--- src/rtl/fir_input_sequencer.sv ---
`default_nettype none
// +--------------------------------------------------------------------------+
// | Module  : fir_input_sequencer                                            |
// | Brief   : Turns bus events into FIR controller lc/dr handshakes, with a  |
// |           2-entry sample queue. Optional macro: FIR_SEQ_TIMEOUT_EN.      |
// | Revision: 1.0 - initial release                                          |
// +--------------------------------------------------------------------------+
module fir_input_sequencer #(
  parameter int SAMPLE_W       = 16,
  parameter int NUM_COEFF      = 4,
  parameter int TIMEOUT_CYCLES = 8
) (
  input  logic                         clk,
  input  logic                         rst,
  input  logic                         new_coeff_set,
  input  logic                         sample_valid,
  input  logic [SAMPLE_W-1:0]          sample_in,
  input  logic                         modwait,
  output logic                         sample_ready,
  output logic                         lc,
  output logic [$clog2(NUM_COEFF)-1:0] coeff_sel,
  output logic                         dr,
  output logic [SAMPLE_W-1:0]          sample_out,
  output logic                         coeff_done,
  output logic                         busy,
  output logic                         err_timeout
);

  localparam int c_sel_w = $clog2(NUM_COEFF);
  localparam logic [c_sel_w-1:0] c_last_sel = c_sel_w'(NUM_COEFF - 1);

  typedef enum logic [2:0] {
    IDLE, C_LOAD, C_WAIT_HI, C_WAIT_LO, C_DONE, S_PRESENT, S_WAIT_HI, S_WAIT_LO
  } state_t;

  state_t              r_state;
  state_t              w_state_nxt;
  logic [c_sel_w-1:0]  r_coeff_sel;
  logic [SAMPLE_W-1:0] r_mem [2];
  logic                r_wr_ptr;
  logic                r_rd_ptr;
  logic [1:0]          r_count;
  logic                w_push;
  logic                w_pop;
  logic                w_timeout;
  logic                w_in_coeff;

  assign w_in_coeff = (r_state == C_LOAD) || (r_state == C_WAIT_HI) ||
                      (r_state == C_WAIT_LO) || (r_state == C_DONE);

  assign sample_ready = !rst && (r_count != 2'd2) && !w_in_coeff;
  assign w_push       = sample_valid && sample_ready;

  assign lc         = (r_state == C_LOAD);
  assign coeff_done = (r_state == C_DONE);
  assign dr         = (r_state == S_PRESENT) || (r_state == S_WAIT_HI) ||
                      (r_state == S_WAIT_LO);
  assign busy       = !((r_state == IDLE) && (r_count == 2'd0));
  assign coeff_sel  = r_coeff_sel;
  assign sample_out = r_mem[r_rd_ptr];

  // Wait for modwait to rise. The timeout path is constant-0 unless enabled.
`ifdef FIR_SEQ_TIMEOUT_EN
  localparam int c_to_w = $clog2(TIMEOUT_CYCLES + 1);
  localparam logic [c_to_w-1:0] c_to_last = c_to_w'(TIMEOUT_CYCLES - 1);

  logic [c_to_w-1:0] r_to_cnt;
  logic              r_err;
  logic              w_wait_hi;

  assign w_wait_hi   = (r_state == C_WAIT_HI) || (r_state == S_WAIT_HI);
  assign w_timeout   = w_wait_hi && !modwait && (r_to_cnt == c_to_last);
  assign err_timeout = r_err;

  always_ff @(posedge clk or posedge rst) begin
    if (rst) begin
      r_to_cnt <= '0;
      r_err    <= 1'b0;
    end else begin
      if (w_wait_hi && !modwait && !w_timeout) r_to_cnt <= r_to_cnt + 1'b1;
      else                                     r_to_cnt <= '0;
      if (w_timeout) r_err <= 1'b1;
    end
  end
`else
  logic w_unused_timeout;
  assign w_unused_timeout = (TIMEOUT_CYCLES != 0);
  assign w_timeout        = 1'b0;
  assign err_timeout      = 1'b0;
`endif

  always_comb begin
    w_state_nxt = r_state;
    w_pop       = 1'b0;
    case (r_state)
      IDLE: begin
        if (new_coeff_set)        w_state_nxt = C_LOAD;
        else if (r_count != 2'd0) w_state_nxt = S_PRESENT;
      end
      C_LOAD:    w_state_nxt = C_WAIT_HI;
      C_WAIT_HI: begin
        if (modwait)        w_state_nxt = C_WAIT_LO;
        else if (w_timeout) w_state_nxt = IDLE;
      end
      C_WAIT_LO: begin
        if (!modwait) w_state_nxt = (r_coeff_sel == c_last_sel) ? C_DONE : C_LOAD;
      end
      C_DONE:    w_state_nxt = IDLE;
      S_PRESENT: w_state_nxt = S_WAIT_HI;
      S_WAIT_HI: begin
        if (modwait) begin
          w_state_nxt = S_WAIT_LO;
        end else if (w_timeout) begin
          w_state_nxt = IDLE;
          w_pop       = 1'b1;
        end
      end
      S_WAIT_LO: begin
        if (!modwait) begin
          w_state_nxt = IDLE;
          w_pop       = 1'b1;
        end
      end
      default:   w_state_nxt = IDLE;
    endcase
  end

  always_ff @(posedge clk or posedge rst) begin
    if (rst) begin
      r_state     <= IDLE;
      r_coeff_sel <= '0;
    end else begin
      r_state <= w_state_nxt;
      if ((r_state == C_WAIT_LO) && !modwait && (r_coeff_sel != c_last_sel))
        r_coeff_sel <= r_coeff_sel + 1'b1;
      else if ((r_state == C_DONE) || ((r_state == C_WAIT_HI) && w_timeout) ||
               ((r_state == IDLE) && new_coeff_set))
        r_coeff_sel <= '0;
    end
  end

  // Two-entry circular queue; simultaneous push and pop keep the count.
  always_ff @(posedge clk or posedge rst) begin
    if (rst) begin
      r_wr_ptr <= 1'b0;
      r_rd_ptr <= 1'b0;
      r_count  <= 2'd0;
      for (int i = 0; i < 2; i++) r_mem[i] <= '0;
    end else begin
      if (w_push) begin
        r_mem[r_wr_ptr] <= sample_in;
        r_wr_ptr        <= ~r_wr_ptr;
      end
      if (w_pop) r_rd_ptr <= ~r_rd_ptr;
      case ({w_push, w_pop})
        2'b10:   r_count <= r_count + 2'd1;
        2'b01:   r_count <= r_count - 2'd1;
        default: r_count <= r_count;
      endcase
    end
  end

endmodule
`default_nettype wire

--- config.mk ---
export PLATFORM = sky130hd
export DESIGN_NAME = fir_input_sequencer
export DESIGN_NICKNAME = d
export VERILOG_FILES = /design/src/rtl/fir_input_sequencer.sv
export SDC_FILE = /design/constraint.sdc
export NUM_CORES = 1
export LEC_CHECK = 0
export CAP_MARGIN = 20
export CELL_PAD_IN_SITES_DETAIL_PLACEMENT = 1
export CELL_PAD_IN_SITES_GLOBAL_PLACEMENT = 2
export CORE_MARGIN = 5
export CORE_UTILIZATION = 35
export CTS_BUF_LIST = sky130_fd_sc_hd__clkbuf_2
export DETAILED_ROUTE_END_ITERATION = 10
export PLACE_DENSITY_LB_ADDON = 0.12
export SKIP_CTS_REPAIR_TIMING = 1
export SYNTH_ARGS = -nofsm -noshare
export SYNTH_HDL_FRONTEND = slang
export SYNTH_SLANG_ARGS = --single-unit
--- constraint.sdc ---
create_clock -name clk -period 2.8 [get_ports clk]
set_clock_uncertainty 0.05 [all_clocks]
set_input_delay 0.56 -clock clk [delete_from_list [all_inputs] [get_ports clk]]
set_output_delay 0.56 -clock clk [all_outputs]
set_load 0.005 [all_outputs]
# == After elaboration in Yosys (flattened, before gate mapping) ==
# Index checks and enable logic that the tools add are counted.
# word_totals
regBits,41
input_bits,21
out_inout_bits,24
wordCells,77
# classes
addsub,3
magnitude_cmp,3
n_eq_ne,17
n_mux,19
n_bitwise,4
n_reduce_logical,24
# ops
operator,count
$mux W16,4
$bwmux W32,1
$pmux W3 S8,1
$mux W3,7
$demux W16 S1,1
$eq A3 B3 Y1 const B,4
$ne A2 B2 Y1 const B,6
$logic_and A1 B1 Y1,8
$eq A3 B2 Y1 const B,2
$logic_or A1 B1 Y1,6
$reduce_bool A2 Y1,3
$reduce_and A5 Y1,1
$add A2 B1 Y2 const B,2
$eq A2 B2 Y1 const B,2
$ge A2 B2 Y1 const B,2
$logic_not A1 Y1,4
$mux W2,2
$not A1 Y2,2
$pmux W2 S2,1
$eq A3 B1 Y1 const B,1
$logic_not A3 Y1,1
$ne A3 B2 Y1 const B,1
$eq A2 B1 Y1 const B,1
$logic_not A2 Y1,1
other kinds (4),6

# == Longest topological paths before layout ==
# logic_depth
depth_word,9
depth_mapped,9
ltp_nobuf,7

# == Worst setup path before layout ==
# No wires, ideal clock.
# synth_path
path_kind,register -> register
start,register r_state[0]
end,register r_mem[21] (netlist name)
setup_ns,0.125
arrival_time_ns,1.997
t_required_ns,2.625
setup_slack_ns,0.628
stages_incl_launch_ff,7
n_path_buf,3
synth_period_minus_slack_ns,2.172
path_cell_list,dfrtp_1 -> buf_4 -> or3_1 -> buf_2 -> a2111oi_4 -> buf_6 -> mux2_4
# synth_via
elab_chain_len,7
word_cells_on_any_way,10
classes_between,eq/ne: 4; reduce/logical: 6
# synth_lines
element,line_no,text
start: declaration,36,state_t r_state;
start signal: assignment,133,r_state <= w_state_nxt;
$eq A3 B1 Y1 / $eq A3 B2 Y1 (equally long branches),48,assign w_in_coeff = (r_state == C_LOAD) || (r_state == C_WAIT_HI) ||
$logic_or A1 B1 Y1 (2 in a row),48,
$logic_or A1 B1 Y1 *,49,(r_state == C_WAIT_LO) || (r_state == C_DONE);
$logic_not A1 Y1 *,51,assign sample_ready = !rst && (r_count != 2'd2) && !w_in_coeff;
$logic_and A1 B1 Y1 *,51,
$logic_and A1 B1 Y1 *,52,assign w_push = sample_valid && sample_ready;
end signal: indexed assignment,151,r_mem[r_wr_ptr] <= sample_in;
end: declaration,39,logic [SAMPLE_W-1:0] r_mem [2];
# Every way passes the cells marked *; elsewhere a longest branch is shown, timed or not.
# A chain may end at the register's enable or synchronous reset.

# == Worst setup path after layout ==
# layout_path
start,register r_state[2]
end,output port sample_ready
# layout_via
elab_chain_len,6
word_cells_on_any_way,9
classes_between,eq/ne: 4; reduce/logical: 5
# layout_lines
element,line_no,text
$eq A3 B1 Y1 / $eq A3 B2 Y1 (equally long branches),48,
$logic_or A1 B1 Y1 (2 in a row),48,
$logic_or A1 B1 Y1 *,49,
$logic_not A1 Y1 *,51,
$logic_and A1 B1 Y1 *,51,
end: declaration,19,"output logic sample_ready,"
# Marks and branches as above.

==> Implementation_results.wiki <==
{| class="wikitable"
! Metric !! Value
|-
| Data arrival time of the critical path || 2.07 ns
|-
| Via count of the first global-routing pass || 1434
|-
| Number of distinct standard cells referenced by the synthesized netlist || 34
|-
| Max Root-Sink Buffers || 2
|-
| Routed length per instance || 16.3 µm
|-
| Type of element capturing the critical path || primary output
|-
| Top-area cell type share of the netlist area || 50.7%
|-
| Worst R2R Setup Slack || 0.65 ns
|-
| I/O Pins || 45
|-
| First-pass iteration count of the detailed router || 3
|-
| Final worst hold slack || 0.412 ns
|-
| Average vias per placed instance || 4.73
|-
| Ys Warns || 0
|-
| Number of logic stages on the critical path including buffering || 3
|-
| Drt initial violations || 36
|-
| Cell type of the slowest stage on the worst timing path || sky130_fd_sc_hd__clkdlybuf4s50_1
|-
| Final routed wirelength across all metal layers || 4320 µm
|-
| DR vias || 1254
|-
| Fin nets || 215
|-
| Last element of the critical path || sample_ready
|-
| Number of routed nets with antenna violations || 0
|-
| Destination of the worst register-to-register timing path || r_mem[17]$_DFFE_PP0P_
|-
| Count of port buffers added during placement || 43
|-
| Worst reg2reg startpoint || r_state[2]$_DFFE_PP0P_
|-
| Clock period minus final worst setup slack || 2.68 ns
|-
| Pwr Density || 1050 nW/µm²
|-
| Reg clk slew, reported paths || 0.20 ns
|-
| Seq/Total Area, Yosys || 50.7%
|-
| Cell area after synthesis || 2020 µm²
|-
| Unrepaired setup endpoints after global routing || false
|-
| Overall power || 2.71 mW
|-
| Endpoints failing setup || 0
|-
| Fin util || 46.5%
|-
| Synth Instances || 143
|-
| H-tree depth reported by CTS || 2
|-
| Async S/R FF share, synth || 100%
|-
| Hold Vio Cnt, Final || 0
|-
| CTS Sinks || 41
|-
| Number of design rule violations left after detail routing || 0
|-
| Global-route wire length before repair || 6980 µm
|-
| Inserted Diodes || 0
|-
| Crit path buf inv count || 1
|-
| All-layer global routing usage || 12.0%
|-
| Post-synthesis net count || 166
|-
| Maximum vdd drop || 0.000359 V
|-
| Chip height || 86.0 µm
|-
| Beginning of the critical path || r_state[2]$_DFFE_PP0P_
|-
| CP peak stage delay || 0.53 ns
|-
| Cell breakdown of the critical path || or3_4 -> a211oi_2 -> clkdlybuf4s50_1
|-
| Root buf cell || sky130_fd_sc_hd__clkbuf_2
|-
| Core Area || 5570 µm²
|-
| Run status || finished, final reports clean
|-
| Die X || 86.0 µm
|-
| FF+latch count, synth || 41
|-
| Clk_lat worst skew || 0.37 ns
|-
| Fraction of layout cells with a size suffix above 1 || 33.7%
|-
| Post-synthesis average cell area || 14.1 µm²
|-
| Cell count of the worst reg-to-reg path || 4
|-
| Number of enable flip-flop cells after synthesis || 0
|-
| Type of element launching the critical path || flop
|-
| Cell types occupying the most area after synthesis || sky130_fd_sc_hd__dfrtp_1 (51%), sky130_fd_sc_hd__mux2_4 (15%), sky130_fd_sc_hd__mux2_2 (13%), sky130_fd_sc_hd__mux2_1 (3.3%), sky130_fd_sc_hd__buf_6 (1.7%)
|-
| Total of max-cap violations || 0
|-
| Layout overhead on the synthesized area || 28.2%
|-
| Full die area || 7400 µm²
|-
| Overflow left after global routing || 0
|-
| Detail Placement HPWL || 3090 µm
|-
| Worst-path fanout max || 6
|-
| Routability congestion estimate || 0.751
|-
| CTS tree || built
|-
| Final Max Tran Viols || 0
|-
| Cell family with the largest share of critical-path delay || buffers and inverters
|-
| Leading area contributor after synthesis || sky130_fd_sc_hd__dfrtp_1
|-
| Primary flip-flop cell chosen by synthesis mapping || sky130_fd_sc_hd__dfrtp_1
|-
| Ratio of final minimum period to clock period || 95.6%
|-
| Largest net degree at the start of global routing || 33
|-
| Crit path required time || 2.19 ns
|-
| Max Clk Rate || 374 MHz
|-
| Kind of critical path || reg2out
|-
| Number of antenna violations at the first check in global routing || 0
|-
| Number of buffers added by the clock tree synthesis step || 5
|-
| Static Leak || 1.14 nW
|-
| Initial core utilization || 36.3%
|-
| Worst hold path class || in2async
|-
| Num rows || 27
|}
[per-stage QoR]
step                      instances  TNS [ns]  setup slack (ns)  cell area, µm²
after floorplan                 143         0             0.628            2020
after global placement          255         0             0.431            2520
after detailed placement        255         0             0.346            2520
after CTS                       263    -0.173            -0.130            2560
after global routing            265         0            0.0120            2590
final                           265         0             0.124            2590
[cells in the final DEF, fill, tap and decap left out, types with 2 or more instances in the layout]
master / netlist / final
sky130_fd_sc_hd__inv_1: 6 / 5
sky130_fd_sc_hd__clkbuf_2: 0 / 5
sky130_fd_sc_hd__buf_4: 2 / 8
sky130_fd_sc_hd__clkinv_1: 0 / 2
sky130_fd_sc_hd__dfrtp_1: 41 / 39
sky130_fd_sc_hd__or2_2: 2 / 2
sky130_fd_sc_hd__a21oi_1: 2 / 2
sky130_fd_sc_hd__xor2_1: 2 / 2
sky130_fd_sc_hd__dfrtp_2: 0 / 2
sky130_fd_sc_hd__mux2_1: 6 / 6
sky130_fd_sc_hd__nor2b_1: 2 / 2
sky130_fd_sc_hd__xnor2_1: 3 / 3
sky130_fd_sc_hd__mux2_4: 20 / 20
sky130_fd_sc_hd__mux2_2: 23 / 23
sky130_fd_sc_hd__nor2_1: 5 / 5
sky130_fd_sc_hd__clkdlybuf4s50_1: 0 / 43
sky130_fd_sc_hd__ha_1: 2 / 2
sky130_fd_sc_hd__nor3_1: 2 / 2
[state kept, by name (all words and copies together) (netlist names)]
register	count
coeff_sel	2
r_count	2
r_mem	32
r_rd_ptr	1
r_state	3
r_wr_ptr	1
[layout make-up]
type                    count  area (µm²)
repair buffers             51         490
multi-input cells          87         918
clock buffers               5        25.0
flip-flops and latches     41        1030
inverters                   6        22.5
clock inverters             3        17.5
well taps                  72        90.1
fillers                   592        2980
[worst register-to-register path, cell delays in order (launching register included)]
cell,delay [ns]
sky130_fd_sc_hd__dfrtp_2,0.48
sky130_fd_sc_hd__or3_4,0.45
sky130_fd_sc_hd__a2111oi_4,0.36
sky130_fd_sc_hd__buf_4,0.34
sky130_fd_sc_hd__mux2_2,0.39
[metal layers]
layer  wire length (µm)  global-route usage, %  vias to the layer above
met1               1940                   14.8                      630
met5                  0                      0                        -
met3                173                   2.79                        2
met4                 24                   3.88                        0
met2               2180                   20.7                       24
li1                   -                      -                      598
[cell usage after synthesis (all sizes together) (2+ instances only)]
master,n
buf,6
dfrtp,41
nor3,2
nor2b,2
nor2,5
mux2,49
ha,2
a211oi,2
o21ai,2
clkbuf,3
or2,2
xnor2,3
xor2,2
a21oi,2
inv,6
[how the worst min path moves through the flow]
| stage | depth (start not counted) | from | end | slack, ns |
|---|---|---|---|---|
| after floorplan | 1 | r_count[1]$_DFFE_PP0P_ | r_count[1]$_DFFE_PP0P_ | 0.40 |
| after global placement | 1 | r_count[1]$_DFFE_PP0P_ | r_count[1]$_DFFE_PP0P_ | 0.42 |
| after detailed placement | 1 | r_count[1]$_DFFE_PP0P_ | r_count[1]$_DFFE_PP0P_ | 0.42 |
| after CTS | 2 | rst | r_wr_ptr$_DFFE_PP0P_ | 0.37 |
| after global routing | 2 | rst | coeff_sel[1]$_DFFE_PP0P_ | 0.39 |
| final | 2 | rst | r_wr_ptr$_DFFE_PP0P_ | 0.41 |
[where the power goes]
group          internal, mW  switching, mW
clock network        0.0594          0.191
logic                 0.929          0.474
registers             0.878          0.182
[logic make-up after synthesis]
family / count (synthesis) / synth area share (%)
compound gates: 13 / 5.63
xor+xnor: 5 / 2.17
fa+ha+maj: 2 / 1.24
buf+inv: 15 / 4.33
flops: 41 / 50.7
mux: 50 / 31.5
other cells: 1 / 0.185
simple gates: 16 / 4.21
No activity file was read; power rests on OpenSTA's default activity.
